$ cat src/rtl/modulator_pkg.sv
// Shared types and constants for the QPSK frame generator.
// Gray map: bit 0 selects the I sign, bit 1 selects the Q sign.
package modulator_pkg;

   typedef enum logic [1:0] {
      IDLE     = 2'd0,
      PREAMBLE = 2'd1,
      DATA     = 2'd2,
      WAIT     = 2'd3
   } state_e;

   localparam int SYMS_PER_WORD = 16;

   localparam logic [1:0] SYM_POS_POS = 2'b00;
   localparam logic [1:0] SYM_NEG_POS = 2'b01;
   localparam logic [1:0] SYM_NEG_NEG = 2'b11;
   localparam logic [1:0] SYM_POS_NEG = 2'b10;

endpackage

$ cat src/rtl/modulator_frame_gen_if.sv
// Word input and symbol output handshakes of the frame generator.
// The master side drives words and out_ready; the slave side is the generator.
interface modulator_frame_gen_if;
   logic               in_valid;
   logic [31:0]        in_data;
   logic               in_ready;
   logic               out_ready;
   logic               out_valid;
   logic signed [31:0] mod_i;
   logic signed [31:0] mod_q;
   logic [31:0]        segment_out;
   logic               frame_start;
   logic               frame_last;

   modport master (
      output in_valid, in_data, out_ready,
      input  in_ready, out_valid, mod_i, mod_q, segment_out, frame_start, frame_last
   );

   modport slave (
      input  in_valid, in_data, out_ready,
      output in_ready, out_valid, mod_i, mod_q, segment_out, frame_start, frame_last
   );
endinterface

$ cat src/rtl/qpsk_symbol_map.sv
// Combinational Gray-coded QPSK mapper: 2-bit symbol to signed +/-AMP I/Q pair.
// Zero latency; no handshake.
module qpsk_symbol_map
   import modulator_pkg::*;
#(
   parameter logic signed [31:0] AMP = 32'sd1024
) (
   input  logic [1:0]         sym_i,
   output logic signed [31:0] i_o,
   output logic signed [31:0] q_o
);

   always_comb begin
      i_o = AMP;
      q_o = AMP;
      case (sym_i)
         SYM_POS_POS: begin i_o = AMP;  q_o = AMP;  end
         SYM_NEG_POS: begin i_o = -AMP; q_o = AMP;  end
         SYM_NEG_NEG: begin i_o = -AMP; q_o = -AMP; end
         SYM_POS_NEG: begin i_o = AMP;  q_o = -AMP; end
         default:     begin i_o = AMP;  q_o = AMP;  end
      endcase
   end

endmodule

$ cat src/rtl/modulator_frame_gen.sv
// Frames 32-bit words into preamble + Gray QPSK symbols; first symbol valid two edges after word accept.
// Symbols advance only on out_valid && out_ready; all outputs hold while out_ready is low.
module modulator_frame_gen
   import modulator_pkg::*;
#(
   parameter logic signed [31:0] AMP          = 32'sd1024,
   parameter int                 PREAMBLE_LEN = 8,
   parameter int                 FRAME_WORDS  = 4
) (
   input logic                  clk,
   input logic                  reset,
   modulator_frame_gen_if.slave bus
);

   localparam int SYM_W = (PREAMBLE_LEN > SYMS_PER_WORD) ? $clog2(PREAMBLE_LEN) : $clog2(SYMS_PER_WORD);
   localparam int WC_W  = $clog2(FRAME_WORDS) + 1;
   localparam logic [SYM_W-1:0] PRE_LAST   = SYM_W'(PREAMBLE_LEN - 1);
   localparam logic [SYM_W-1:0] WORD_LAST  = SYM_W'(SYMS_PER_WORD - 1);
   localparam logic [WC_W-1:0]  FRAME_LAST = WC_W'(FRAME_WORDS - 1);

   state_e            state_q, state_d;
   logic [SYM_W-1:0]  sym_cnt_q, sym_cnt_d;
   logic [WC_W-1:0]   word_cnt_q, word_cnt_d;
   logic [31:0]       shifter_q, shifter_d;
   logic [31:0]       hold_q, hold_d;
   logic              hold_full_q, hold_full_d;

   logic              out_vld;
   logic              sym_adv;
   logic              load;
   logic [1:0]        sym_sel;
   logic signed [31:0] map_i, map_q;

   assign out_vld = (state_q == PREAMBLE) || (state_q == DATA);
   assign sym_adv = out_vld && bus.out_ready;

   always_comb begin
      state_d     = state_q;
      sym_cnt_d   = sym_cnt_q;
      word_cnt_d  = word_cnt_q;
      shifter_d   = shifter_q;
      load        = 1'b0;
      case (state_q)
         IDLE: begin
            if (hold_full_q) begin
               state_d    = PREAMBLE;
               sym_cnt_d  = '0;
               word_cnt_d = '0;
            end
         end
         PREAMBLE: begin
            if (sym_adv) begin
               if (sym_cnt_q == PRE_LAST) begin
                  load      = 1'b1;
                  sym_cnt_d = '0;
                  state_d   = DATA;
               end else begin
                  sym_cnt_d = sym_cnt_q + 1'b1;
               end
            end
         end
         DATA: begin
            if (sym_adv) begin
               shifter_d = shifter_q << 2;
               if (sym_cnt_q == WORD_LAST) begin
                  sym_cnt_d = '0;
                  if (word_cnt_q == FRAME_LAST) begin
                     word_cnt_d = '0;
                     state_d    = hold_full_q ? PREAMBLE : IDLE;
                  end else begin
                     word_cnt_d = word_cnt_q + 1'b1;
                     if (hold_full_q) load = 1'b1;
                     else             state_d = WAIT;
                  end
               end else begin
                  sym_cnt_d = sym_cnt_q + 1'b1;
               end
            end
         end
         WAIT: begin
            // Mid-frame underrun resumes straight into data, no preamble.
            if (hold_full_q) begin
               load      = 1'b1;
               sym_cnt_d = '0;
               state_d   = DATA;
            end
         end
         default: state_d = IDLE;
      endcase
      if (load) shifter_d = hold_q;
   end

   always_comb begin
      hold_d      = hold_q;
      hold_full_d = hold_full_q;
      if (load) begin
         hold_full_d = 1'b0;
      end else if (bus.in_valid && !hold_full_q) begin
         hold_d      = bus.in_data;
         hold_full_d = 1'b1;
      end
   end

   always_ff @(posedge clk or posedge reset) begin
      if (reset) begin
         state_q     <= IDLE;
         sym_cnt_q   <= '0;
         word_cnt_q  <= '0;
         shifter_q   <= '0;
         hold_q      <= '0;
         hold_full_q <= 1'b0;
      end else begin
         state_q     <= state_d;
         sym_cnt_q   <= sym_cnt_d;
         word_cnt_q  <= word_cnt_d;
         shifter_q   <= shifter_d;
         hold_q      <= hold_d;
         hold_full_q <= hold_full_d;
      end
   end

   // Preamble alternates symbol 00 / 11 on the parity of its index.
   assign sym_sel = (state_q == PREAMBLE) ? {sym_cnt_q[0], sym_cnt_q[0]} : shifter_q[31:30];

   qpsk_symbol_map #(.AMP(AMP)) u_map (
      .sym_i (sym_sel),
      .i_o   (map_i),
      .q_o   (map_q)
   );

   assign bus.in_ready    = !hold_full_q;
   assign bus.out_valid   = out_vld;
   assign bus.mod_i       = out_vld ? map_i : '0;
   assign bus.mod_q       = out_vld ? map_q : '0;
   assign bus.segment_out = (state_q == DATA) ? 32'(word_cnt_q) : '0;
   assign bus.frame_start = (state_q == PREAMBLE) && (sym_cnt_q == '0);
   assign bus.frame_last  = (state_q == DATA) && (sym_cnt_q == WORD_LAST) && (word_cnt_q == FRAME_LAST);

endmodule

$ cat src/flat_wrapper.sv
// flat-port wrapper written by rule: the top's interface ports become plain ports
module modulator_frame_gen_flat import modulator_pkg::*;
#(
   parameter logic signed [31:0] AMP          = 32'sd1024,
   parameter int                 PREAMBLE_LEN = 8,
   parameter int                 FRAME_WORDS  = 4
)
  (clk, reset, bus_in_valid, bus_in_data, bus_out_ready, bus_in_ready, bus_out_valid, bus_mod_i, bus_mod_q, bus_segment_out, bus_frame_start, bus_frame_last);
  modulator_frame_gen_if bus_i ();
  input logic clk;
  input logic reset;
  input wire logic [$bits(bus_i.in_valid)-1:0] bus_in_valid;
  input wire logic [$bits(bus_i.in_data)-1:0] bus_in_data;
  input wire logic [$bits(bus_i.out_ready)-1:0] bus_out_ready;
  output wire logic [$bits(bus_i.in_ready)-1:0] bus_in_ready;
  output wire logic [$bits(bus_i.out_valid)-1:0] bus_out_valid;
  output wire logic [$bits(bus_i.mod_i)-1:0] bus_mod_i;
  output wire logic [$bits(bus_i.mod_q)-1:0] bus_mod_q;
  output wire logic [$bits(bus_i.segment_out)-1:0] bus_segment_out;
  output wire logic [$bits(bus_i.frame_start)-1:0] bus_frame_start;
  output wire logic [$bits(bus_i.frame_last)-1:0] bus_frame_last;
  assign bus_i.in_valid = bus_in_valid;
  assign bus_i.in_data = bus_in_data;
  assign bus_i.out_ready = bus_out_ready;
  assign bus_in_ready = bus_i.in_ready;
  assign bus_out_valid = bus_i.out_valid;
  assign bus_mod_i = bus_i.mod_i;
  assign bus_mod_q = bus_i.mod_q;
  assign bus_segment_out = bus_i.segment_out;
  assign bus_frame_start = bus_i.frame_start;
  assign bus_frame_last = bus_i.frame_last;
  modulator_frame_gen #(.AMP(AMP), .PREAMBLE_LEN(PREAMBLE_LEN), .FRAME_WORDS(FRAME_WORDS)) u_core (.clk(clk), .reset(reset), .bus(bus_i));
endmodule
$ cat config.mk
export PLATFORM = sky130hd
export DESIGN_NAME = modulator_frame_gen_flat
export DESIGN_NICKNAME = d
export VERILOG_FILES = /design/src/rtl/modulator_pkg.sv /design/src/rtl/modulator_frame_gen_if.sv /design/src/rtl/qpsk_symbol_map.sv /design/src/rtl/modulator_frame_gen.sv /design/src/flat_wrapper.sv
export SDC_FILE = /design/constraint.sdc
export NUM_CORES = 1
export LEC_CHECK = 0
export ABC_CLOCK_PERIOD_IN_PS = 4200
export BUFFER_PORTS_ARGS = -buffer_cell sky130_fd_sc_hd__buf_2
export CAP_MARGIN = 40
export CORE_MARGIN = 8
export CORE_UTILIZATION = 40
export CTS_BUF_LIST = sky130_fd_sc_hd__clkbuf_4 sky130_fd_sc_hd__clkbuf_8
export CTS_CLUSTER_SIZE = 30
export DETAILED_ROUTE_END_ITERATION = 12
export PLACE_DENSITY = 0.69
export REMOVE_ABC_BUFFERS = 1
export SLEW_MARGIN = 20
export SYNTH_ARGS = -nofsm -noshare
export SYNTH_HDL_FRONTEND = slang
export SYNTH_SLANG_ARGS = --single-unit
export TNS_END_PERCENT = 50
$ cat constraint.sdc
create_clock -name clk -period 4.2 [get_ports clk]
set_clock_uncertainty 0.2 [all_clocks]
set_input_delay 0.84 -clock clk [delete_from_list [all_inputs] [get_ports clk]]
set_output_delay 0.84 -clock clk [all_outputs]
set_load 0.01 [all_outputs]
==> reports/results.tsv, run 1 <==
stage	metric	value	unit
run_status	status	complete, no violations	
critical_path	cp_max_fo	21	
clock_network	post-cts-setup-buffers	0	
critical_path	critPathMaxStageDelay	470	ps
die	num_rows	38	
detailed_routing	drc	0	
detailed_routing	vias_per_cell	4.380	
critical_path	endpoint_kind	output pin	
critical_path	worstPathCellList	inv_1 > ha_1 > a21boi_0 > buf_4 > buf_2	
detailed_routing	routedWlPerCell	13.82	um
placement	portBuffers	86	
critical_path	cp.arrival	1910	ps
global_route	grt_pass1_vias	2522	
sta	fin_crit_sh	70.12	%
detailed_routing	ant_nets	0	
layout	finalNonFillerCells	547	
yosys	ys_types	44	
yosys	syn_area	4370	sq um
clock_network	post_cts_resized	0	
clock_network	clkTransAtPathRegs	90	ps
detailed_routing	dr_total_vias	2396	
sta	rsz0062_at_grt	false	
layout	multi_input_area	1877	sq um
placement	dp_cells	531	
critical_path	crit_buf_inv	3	
power_and_ir_drop	p_per_area	784.0	nW/um^2
yosys	synth-async-reset-ratio	100.0	%
sta	timing.fmax	339.5	MHz
global_route	antenna_found_initial	0	
die	initial_core_util	40.67	%
clock_network	cts_tree	built	
global_route	grt_pass1_wl	12.48	mm
sta	slew-limit-headroom	58.34	%
die	core	10750	sq um
yosys	ys.flop_type	dfrtp_1	
yosys	yosysSeqAreaShare	42.37	%
layout	area_growth	6.642	%
critical_path	cp-start-kind	flip-flop	
sta	finalSetupTns	0	ps
flow_run	cap_viol_max_count	0	
critical_path	cp_top_family	buffers and inverters	
critical_path	critical_path_class	flip-flop to output pin	
clock_network	cts-root-buf	clkbuf_8	
global_route	grt_max_degree	36	
global_route	gr-total-overflow	0	
critical_path	critPathSlowestCell	ha_1	
detailed_routing	dr.pass1.iters	4	
placement	globalplace.congestion	0.7998	
placement	hpwlAfterDp	5.704	mm
sta	finalSetupViolCount	0	
sta	fin_crit	2945	ps
layout	final_nets	446	
power_and_ir_drop	p_leak	0.002314	uW
clock_network	ctsHoldBuffers	0	
detailed_routing	wirelength	7.562	mm
layout	antenna_cells	0	
critical_path	required	3160	ps
yosys	syn-mean-instance-area	12.31	sq um
yosys	ys_seq_elements	74	
layout	fillers	1027	
yosys	yosys_warnings	0	
hold_path	hp-class	input pin to async pin	
yosys	synth_edf_count	0	
global_route	track_usage	10.61	%
clock_network	clock_sinks	74	
sta	worst_pin_slew	625.0	ps
die	die_x	120.5	um
power_and_ir_drop	ir_drop	0.0003893	V
clock_network	cts_buffer_depth	2	
sta	hold_viol_final	0	
layout	drive_gt1_share	50.86	%
die	die-area	14530	sq um
yosys	synth_cells	355	
detailed_routing	drt-initial-drc-count	78	
clock_network	htreeDepth	3	
die	die_h	120.5	um
clock_network	clk_latency	350	ps
clock_network	cts_buffers	9	
layout	ff_latch_area	1852	sq um
sta	drv_slew	0	
die	pin_count	136	
-- placed cells by master, fill, tap and decap left out, drive strengths merged, types with 2 or more instances in the layout --
cell type  synthesis  final
mux2              93     93
a21boi             3      3
nand3              4      4
ha                 8      8
clkbuf             5     10
o21ai              7      7
nand2b             5      5
and2               4      4
nand4              2      2
conb               1     49
inv               10     11
o211ai             2      2
and3               2      2
clkinv             0      3
nor2               6      6
dfrtp             74     74
nand2              7      7
mux2i              3      3
buf               99     92
-- area by class of cell --
cell class,count,share of cell area (%)
tap,140,3.758
clock buffer,10,2.953
inverter,10,0.8322
sequential,74,39.73
multi-input combinational,215,40.27
timing repair buffer,92,10.90
clock inverter,6,1.557
-- kinds of logic (layout without fill, tap and decap cells) --
group	after synthesis	count (layout)	share of synthesized area [%]
compound gates	22	22	3.522
xor+xnor	1	1	0.2004
fa+ha+maj	8	8	2.290
buf+inv	114	118	19.01
flops	74	74	42.37
mux	96	96	27.23
other cells	1	49	0.08580
simple gates	39	39	5.296
-- report_power, final --
| group | switching, uW | internal [uW] |
|---|---|---|
| Clock | 280 | 297 |
| Combinational | 814 | 987 |
| Sequential | 212 | 1060 |
-- flip-flops by register name, summed over array words and instances, names as in the netlist --
signal,count
u_core.hold_full_q,1
u_core.hold_q,32
u_core.shifter_q,32
u_core.state_q,2
u_core.sym_cnt_q,4
u_core.word_cnt_q,3
-- worst register-to-register path, delay by kind of cell, from the launching register on --
| family | cells | cell delay, ps |
|---|---|---|
| AO/OA/AOI/OAI | 1 | 270 |
| adder cells (fa/ha/maj) | 1 | 470 |
| buffers and inverters | 2 | 340 |
| flip-flops | 1 | 400 |
| multiplexers | 1 | 350 |
| AND/OR/NAND/NOR | 2 | 620 |
-- synthesized netlist by cell type (2+ instances only) --
master | number | area share (%)
and2_1 | 4 | 0.57
mux2_2 | 63 | 16
a21boi_0 | 3 | 0.52
o21ai_0 | 7 | 0.80
ha_1 | 8 | 2.3
nand2b_1 | 5 | 0.72
buf_12 | 3 | 1.4
clkbuf_1 | 5 | 0.43
buf_4 | 91 | 16
inv_1 | 10 | 0.86
dfrtp_1 | 74 | 42
nand2_1 | 7 | 0.60
buf_2 | 4 | 0.46
nand4_1 | 2 | 0.29
mux2_4 | 30 | 10
nor2_1 | 6 | 0.52
mux2i_1 | 3 | 0.69
nand3_1 | 4 | 0.46
-- path summary, 6_finish.rpt --
kind | from | end | slack (ps) | cells after the start
setup / recovery | u_core.state_q[1]$_DFFE_PP0P_ | bus_mod_q[13] | 1250 | 5
hold / removal | reset | u_core.shifter_q[28]$_DFFE_PP0P_ | 280 | 2
setup reg to reg | u_core.state_q[1]$_DFFE_PP0P_ | u_core.shifter_q[25]$_DFFE_PP0P_ | 1440 | 7
hold reg to reg | u_core.hold_q[30]$_DFFE_PP0P_ | u_core.hold_q[30]$_DFFE_PP0P_ | 310 | 1
max in group asynchronous | reset | u_core.hold_q[31]$_DFFE_PP0P_ | 2950 | 3
min in group clk | u_core.hold_q[30]$_DFFE_PP0P_ | u_core.hold_q[30]$_DFFE_PP0P_ | 310 | 1
-- per-stage QoR --
step | utilization (%) | worst slack [ps] | area (sq um) | total power, uW | hold slack [ps]
floorplan | - | -2368 | 3757 | 2459 | 275.0
global placement | 40.98 | 1397 | 4403 | 3029 | 281.8
detailed placement | 41.42 | 1439 | 4451 | 3116 | 292.2
CTS | 43.37 | 1196 | 4661 | 3714 | 275.1
global route | 43.37 | 1040 | 4661 | 3933 | 292.6
finish | 43.37 | 1255 | 4661 | 3654 | 279.1
-- layer usage --
metal / GRT usage (%) / share of wire, %
met4: 3.279 / 1.1
met5: 0 / 0
met2: 17.96 / 47
met1: 12.33 / 43
met3: 3.776 / 8.3
No activity file was read; power rests on OpenSTA's default activity.
==> run 2, diff against run 1 <==
--- a/config.mk
+++ b/config.mk
@@ -5,7 +5,8 @@
 export SDC_FILE = /design/constraint.sdc
 export NUM_CORES = 1
 export LEC_CHECK = 0
-export ABC_CLOCK_PERIOD_IN_PS = 4200
+export ABC_AREA = 1
+export ABC_CLOCK_PERIOD_IN_PS = 2700
 export BUFFER_PORTS_ARGS = -buffer_cell sky130_fd_sc_hd__buf_2
 export CAP_MARGIN = 40
 export CORE_MARGIN = 8
@@ -13,7 +14,7 @@
 export CTS_BUF_LIST = sky130_fd_sc_hd__clkbuf_4 sky130_fd_sc_hd__clkbuf_8
 export CTS_CLUSTER_SIZE = 30
 export DETAILED_ROUTE_END_ITERATION = 12
-export PLACE_DENSITY = 0.69
+export PLACE_DENSITY = 0.71
 export REMOVE_ABC_BUFFERS = 1
 export SLEW_MARGIN = 20
 export SYNTH_ARGS = -nofsm -noshare
==> constraint.sdc (replaced) <==
create_clock -name clk -period 2.7 [get_ports clk]
set_clock_uncertainty 0.2 [all_clocks]
set_input_delay 0.54 -clock clk [delete_from_list [all_inputs] [get_ports clk]]
set_output_delay 0.54 -clock clk [all_outputs]
set_load 0.01 [all_outputs]
==> reports/results.tsv, run 2 <==
stage	metric	value	unit	change
run_status	status	complete, no violations		unchanged
critical_path	critical_path_class	flip-flop to output pin		unchanged
die	die_h	122.4	um	was 120.5 um
critical_path	r2r_slack	250	ps	was 1440 ps
yosys	synth_edf_count	0		unchanged
critical_path	cp.arrival	1810	ps	was 1910 ps
detailed_routing	drt-initial-drc-count	194		was 78
sta	holdWs	12.59	ps	was 279.1 ps
clock_network	clk_latency	350	ps	about the same
layout	area_growth	6.551	%	was 6.642%
die	pin_count	136		unchanged
yosys	ys.flop_type	dfrtp_1		unchanged
yosys	syn-mean-instance-area	7.409	sq um	was 12.31 sq um
detailed_routing	drc	0		unchanged
hold_path	hp-class	input pin to async pin		unchanged
yosys	yosysMostFrequentCell	nand2_1		was buf_4
power_and_ir_drop	p_per_area	1180	nW/um^2	was 784.0 nW/um^2
placement	dp_cells	781		was 531
sta	layout_setup_ws	153.8	ps	was 1255 ps
global_route	grt_max_degree	96		was 36
die	die-area	14980	sq um	was 14,530 sq um
detailed_routing	wirelength	9.533	mm	was 7.562 mm
critical_path	cp-start-kind	flip-flop		unchanged
critical_path	cp_top_family	buffers and inverters		unchanged
yosys	yosysSeqAreaShare	40.91	%	was 42.37%
critical_path	critPathMaxStageDelay	420	ps	was 470 ps
clock_network	ctsHoldBuffers	0		unchanged
yosys	syn_area	4527	sq um	was 4370 sq um
layout	final_cell_mix	nand2_1, nand3_1, buf_2, dfrtp_1, inv_1		was buf_2, dfrtp_1, mux2_2, conb_1, mux2_4
sta	finalSetupViolCount	0		unchanged
critical_path	endpoint_kind	output pin		unchanged
critical_path	worstPathCellList	inv_1 > ha_1 > inv_1 > o21ai_4 > nor2_4 > buf_4 > buf_2		was inv_1 > ha_1 > a21boi_0 > buf_4 > buf_2
yosys	yosys-top-cells-count	nand2_1, nand3_1, buf_4		was buf_4, dfrtp_1, mux2_2
die	die_x	122.4	um	was 120.5 um
power_and_ir_drop	comb_power_share	51.1	%	was 49.3%
flow_run	cap_viol_max_count	0		unchanged
power_and_ir_drop	clkPwrFrac	15.1	%	was 15.8%
critical_path	crit_top_cell	inv_1		
clock_network	cts_buffer_depth	2		unchanged
layout	drive_gt1_share	19.63	%	was 50.86%
detailed_routing	dr_total_vias	3599		was 2,396
layout	top_regs	u_core.hold_q x32, u_core.shifter_q x32, u_core.sym_cnt_q x4		unchanged
die	num_rows	39		was 38
critical_path	critPathSlowestCell	dfrtp_1		was ha_1
power_and_ir_drop	p_int	3175	uW	was 2348 uW
sta	drv_slew	0		unchanged
yosys	ys_seq_elements	74		unchanged
layout	finalNonFillerCells	795		was 547
sta	rsz0062_at_grt	false		unchanged
critical_path	required	1960	ps	was 3160 ps
layout	final_nets	693		was 446
yosys	synth_cells	611		was 355
layout	mostFrequentLayoutCell	nand2_1		was buf_2
placement	globalplace.congestion	0.8227		was 0.7998
yosys	netlist.area_leader.share	40.91	%	was 42.37%
critical_path	crit_buf_inv	4		was 3
detailed_routing	routedWlPerCell	11.99	um	was 13.82 um
critical_path	worstRegToRegCells	12		was 7
power_and_ir_drop	ir_drop	0.0007824	V	was 0.0003893 V
clock_network	clkTransAtPathRegs	70	ps	was 90 ps
critical_path	cp_max_fo	15		was 21
placement	pre_cts_slack	144.8	ps	was 1439 ps
yosys	synth-async-reset-ratio	100.0	%	unchanged
clock_network	clock_sinks	74		unchanged
global_route	grt_pass1_vias	3316		was 2,522
global_route	grt_pass1_wl	15.26	mm	was 12.48 mm
clock_network	htreeDepth	3		unchanged
detailed_routing	dr.pass1.iters	4		unchanged
yosys	yosys_warnings	0		unchanged
detailed_routing	ant_nets	0		unchanged
global_route	antenna_found_initial	0		unchanged
power_and_ir_drop	p_switching	2514	uW	was 1306 uW
placement	hpwlAfterDp	6.770	mm	was 5.704 mm
yosys	synth_area_leader_cell	dfrtp_1		unchanged
layout	antenna_cells	0		unchanged
yosys	ys_types	22		was 44
sta	hold_viol_final	0		unchanged
power_and_ir_drop	pwr-share-seq	33.8	%	was 34.9%
sta	fin_crit_sh	94.30	%	
layout	fillers	1214		was 1,027
placement	portBuffers	86		unchanged
clock_network	cts_buffers	9		unchanged
detailed_routing	vias_per_cell	4.527		was 4.380
power_and_ir_drop	swShare	44.19	%	was 35.75%
global_route	track_usage	12.47	%	was 10.61%
yosys	synth_area_leaders	dfrtp_1, nand2_1, buf_4		was dfrtp_1, mux2_2, buf_4
clock_network	cts-root-buf	clkbuf_8		unchanged
sta	fin_crit	2546	ps	
sta	timing.fmax	392.7	MHz	
global_route	gr-total-overflow	0		unchanged
power_and_ir_drop	p_leak	0.002830	uW	was 0.002314 uW
die	initial_core_util	40.33	%	was 40.67%
critical_path	r2r_start	u_core.state_q[0]$_DFFE_PP0P_		was u_core.state_q[1]$_DFFE_PP0P_
clock_network	cts_tree	built		unchanged
critical_path	r2r-end	u_core.shifter_q[0]$_DFFE_PP0P_		was u_core.shifter_q[25]$_DFFE_PP0P_
die	core	11220	sq um	was 10,750 sq um
==> run 2: changes by cell type after synthesis, moves of 13 or more <==
cell     before  now
inv_1        10   53
nand3_1       4  101
mux2_2       63    0
mux2_4       30    0
nand2_1       7  206
nor2_1        6   19
==> run 2: worst max-delay path by stage <==
stage | from | endpoint | depth (start not counted)
5_1_grt | u_core.state_q[1]$_DFFE_PP0P_ | bus_mod_i[17] | 7
4_1_cts | u_core.state_q[1]$_DFFE_PP0P_ | bus_mod_q[27] | 6
3_5_place_dp | u_core.state_q[0]$_DFFE_PP0P_ | bus_mod_q[27] | 5
6_report | u_core.state_q[1]$_DFFE_PP0P_ | bus_mod_i[23] | 7
3_3_place_gp | u_core.state_q[0]$_DFFE_PP0P_ | bus_mod_i[25] | 5
2_1_floorplan | u_core.state_q[0]$_DFFE_PP0P_ | bus_mod_i[11] | 4
==> run 2: metrics by stage <==
step | utilization [%] | power, uW | instance area [sq um] | TNS (ps)
6_report | 42.98 | 5689 | 4823 | 0
2_1_floorplan | - | 3569 | 3846 | -113000
5_1_grt | 42.98 | 6223 | 4823 | 0
4_1_cts | 42.76 | 5709 | 4800 | 0
3_3_place_gp | 40.95 | 4745 | 4596 | 0
3_5_place_dp | 41.01 | 4817 | 4603 | 0
==> run 2: cell type report <==
class                   instances  area, sq um  area share, %
flip-flops and latches         74         1852          38.39
multi-input cells             410         1826          37.85
repair buffers                100        573.1          11.88
inverters                      54        202.7          4.202
well taps                     143        178.9          3.709
clock buffers                  11        151.4          3.139
clock inverters                 3        40.04         0.8301
==> run 2: kinds of logic (layout without fill, tap and decap cells) <==
family	Yosys count	count (layout)	synth area share (%)
fa+ha+maj	8	8	2.211
compound gates	16	16	1.990
simple gates	337	337	31.32
buf+inv	175	168	23.49
other cells	1	49	0.08284
flops	74	74	40.91
==> run 2: layer usage <==
| layer | vias to the layer above | part of all wire (%) | wire length [um] | global-route usage, % |
|---|---|---|---|---|
| li1 | 1822 | - | - | - |
| met3 | 11 | 10 | 978 | 2.898 |
| met2 | 140 | 44 | 4238 | 20.91 |
| met4 | 0 | 1.1 | 105 | 3.960 |
| met5 | - | 0 | 0 | 0 |
| met1 | 1626 | 44 | 4211 | 15.59 |
==> run 2: repair_timing <==
item / 4_1_cts / 5_1_grt
endpoints found under the setup margin: 36 / 39
gates cloned: 0 / 0
hold endpoints to repair: 0 / 0
resized for setup: 3 / 5
buffers inserted: 0 / 0
==> run 2: power by group through the flow <==
stage          combinational, uW  clock, uW  sequential [uW]
2_1_floorplan               1720          0             1850
3_3_place_gp                2830          0             1910
3_5_place_dp                2890          0             1930
4_1_cts                     2910        883             1910
5_1_grt                     3310        930             1990
6_report                    2910        860             1920
==> run 2: worst register-to-register path, delay by kind of cell, from the launching register on <==
family,cells,cell delay (ps)
buffers and inverters,5,910
and+or+nand+nor,6,480
DFF,1,400
adders and majority gates,1,350
==> run 3, diff against run 2 <==
--- a/config.mk
+++ b/config.mk
@@ -15,7 +15,6 @@
 export CTS_CLUSTER_SIZE = 30
 export DETAILED_ROUTE_END_ITERATION = 12
 export PLACE_DENSITY = 0.71
-export REMOVE_ABC_BUFFERS = 1
 export SLEW_MARGIN = 20
 export SYNTH_ARGS = -nofsm -noshare
 export SYNTH_HDL_FRONTEND = slang
==> reports/results.tsv, run 3 (synthesis results as in run 2) <==
stage	metric	value	unit	change
detailed_routing	ant_nets	0		unchanged
clock_network	clock_sinks	74		unchanged
sta	drv_slew	0		unchanged
detailed_routing	drc	0		unchanged
global_route	grt_pass1_wl	14.97	mm	was 15.26 mm
sta	finalSetupViolCount	0		unchanged
power_and_ir_drop	ir_drop	0.0008824	V	was 0.0007824 V
layout	design_area	4835	sq um	was 4823 sq um
sta	timing.fmax	389.8	MHz	was 392.7 MHz
clock_network	htreeDepth	3		unchanged
placement	pre_cts_slack	6.649	ps	was 144.8 ps
global_route	track_usage	12.18	%	was 12.47%
global_route	antenna_found_initial	0		unchanged
die	core	11220	sq um	unchanged
die	pin_count	136		unchanged
sta	layout_setup_ws	134.8	ps	was 153.8 ps
sta	rsz0062_at_grt	true		was false
sta	fin_crit	2565	ps	was 2546 ps
hold_path	hp-class	input pin to async pin		unchanged
layout	top_regs	u_core.hold_q x32, u_core.shifter_q x32, u_core.sym_cnt_q x4		unchanged
clock_network	cts_tree	built		unchanged
placement	portBuffers	86		unchanged
sta	fin_crit_sh	95.01	%	was 94.30%
clock_network	cts_buffer_depth	2		unchanged
detailed_routing	vias_per_cell	4.503		was 4.527
global_route	grt_pass1_vias	3301		was 3,316
critical_path	critPathSlowestCell	dfrtp_1		unchanged
clock_network	clkTransAtPathRegs	90	ps	was 70 ps
layout	final_util	43.08	%	was 42.98%
detailed_routing	wirelength	9.297	mm	was 9.533 mm
sta	hold_viol_final	0		unchanged
critical_path	crit_buf_inv	3		was 4
detailed_routing	dr.pass1.iters	6		was 4
critical_path	cp-start-kind	flip-flop		unchanged
layout	final_cell_mix	nand2_1, nand3_1, buf_2, dfrtp_1, inv_1		unchanged
critical_path	endpoint_kind	output pin		unchanged
die	num_rows	39		unchanged
die	die_h	122.4	um	unchanged
die	die-area	14980	sq um	unchanged
power_and_ir_drop	p_leak	0.002813	uW	was 0.002830 uW
layout	final_nets	691		was 693
detailed_routing	drt-initial-drc-count	224		was 194
placement	globalplace.congestion	0.8207		was 0.8227
detailed_routing	dr_total_vias	3580		was 3,599
power_and_ir_drop	power	5742	uW	was 5689 uW
critical_path	cp_top_family	flip-flops		was buffers and inverters
layout	mostFrequentLayoutCell	nand2_1		unchanged
sta	finalSetupTns	0	ps	unchanged
clock_network	ctsHoldBuffers	0		unchanged
critical_path	cp_max_fo	11		was 15
placement	place_area	4573	sq um	was 4603 sq um
die	die_x	122.4	um	unchanged
flow_run	cap_viol_max_count	0		unchanged
placement	hpwlAfterDp	6.416	mm	was 6.770 mm
clock_network	cts_buffers	9		unchanged
critical_path	critical_path_class	flip-flop to output pin		unchanged
die	initial_core_util	40.33	%	unchanged
global_route	grt_max_degree	75		was 96
power_and_ir_drop	p_per_area	1188	nW/um^2	was 1180 nW/um^2
critical_path	worstPathCellList	inv_1 > ha_2 > inv_1 > o21ai_4 > nor2_4 > buf_2		was inv_1 > ha_1 > inv_1 > o21ai_4 > nor2_4 > buf_4 > buf_2
critical_path	required	1960	ps	about the same
detailed_routing	routedWlPerCell	11.69	um	was 11.99 um
critical_path	critPathMaxStageDelay	420	ps	about the same
layout	drive_gt1_share	19.79	%	was 19.63%
layout	antenna_cells	0		unchanged
layout	area_growth	6.799	%	was 6.551%
run_status	status	complete, no violations		unchanged
critical_path	crit_top_cell	inv_1		unchanged
global_route	gr-total-overflow	0		unchanged
clock_network	clk_latency	350	ps	about the same
clock_network	cts-root-buf	clkbuf_8		unchanged
critical_path	cp.arrival	1830	ps	was 1810 ps
run 3: cell types whose count changed in the layout (fill, tap and decap cells not counted), moves of 2 or more:
cell / change
buf_4: -4
clkbuf_8: -2
clkinv_2: -2
clkinv_4: +2
inv_6: +2
nor2_4: +2
run 3: final cells by class:
class,count,area (sq um)
Tap cell,143,178.9
Clock buffer,9,123.9
Timing Repair Buffer,96,543.0
Sequential cell,74,1852
Multi-Input combinational cell,412,1851
Fill cell,1179,6389
Inverter,54,202.7
Clock inverter,7,83.83
run 3: power by group:
group | internal [uW] | total, uW | leakage [uW] | switching, uW
Sequential | 1620 | 1920 | 0.000921 | 301
Combinational | 1070 | 2910 | 0.00179 | 1850
Clock | 443 | 906 | 0.000102 | 463
Total | 3130 | 5740 | 0.00281 | 2610
run 3: final timing paths:
check	start	end	slack (ps)	depth (start not counted)
worst min-delay path	reset	u_core.hold_q[10]$_DFFE_PP0P_	40	3
min in group clk	bus_in_data[18]	u_core.hold_q[18]$_DFFE_PP0P_	210	3
worst max-delay path	u_core.state_q[1]$_DFFE_PP0P_	bus_mod_q[23]	130	6
worst max register to register	u_core.state_q[0]$_DFFE_PP0P_	u_core.shifter_q[9]$_DFFE_PP0P_	270	12
worst min register to register	u_core.hold_q[9]$_DFFE_PP0P_	u_core.hold_q[9]$_DFFE_PP0P_	270	2
max in group asynchronous	reset	u_core.sym_cnt_q[1]$_DFFE_PP0P_	1900	3
run 3: what timing repair did:
action,4_1_cts,5_1_grt
endpoints found under the hold margin,0,0
gates cloned,0,2
endpoints found under the setup margin,42,42
pin swaps,0,3
resized for setup,5,6
buffers inserted,0,0
run 3: metal layers:
layer / track usage [%] / vias up / routed length [um] / share of wire, %
met2: 20.33 / 137 / 4135 / 44
met4: 4.950 / 0 / 142 / 1.5
li1: - / 1825 / - / -
met3: 2.116 / 9 / 894 / 9.6
met1: 15.35 / 1609 / 4125 / 44
met5: 0 / - / 0 / 0
run 3: worst min-delay path, stage by stage:
cell and delay [ps]:
buf_2 100, inv_2 60, buf_12 300
run 3: per-stage QoR:
stage,hold WS [ps],instances
6_report,38.98,795
3_5_place_dp,259.0,777
2_1_floorplan,241.9,659
5_1_grt,98.07,795
4_1_cts,73.70,793
3_3_place_gp,253.5,777
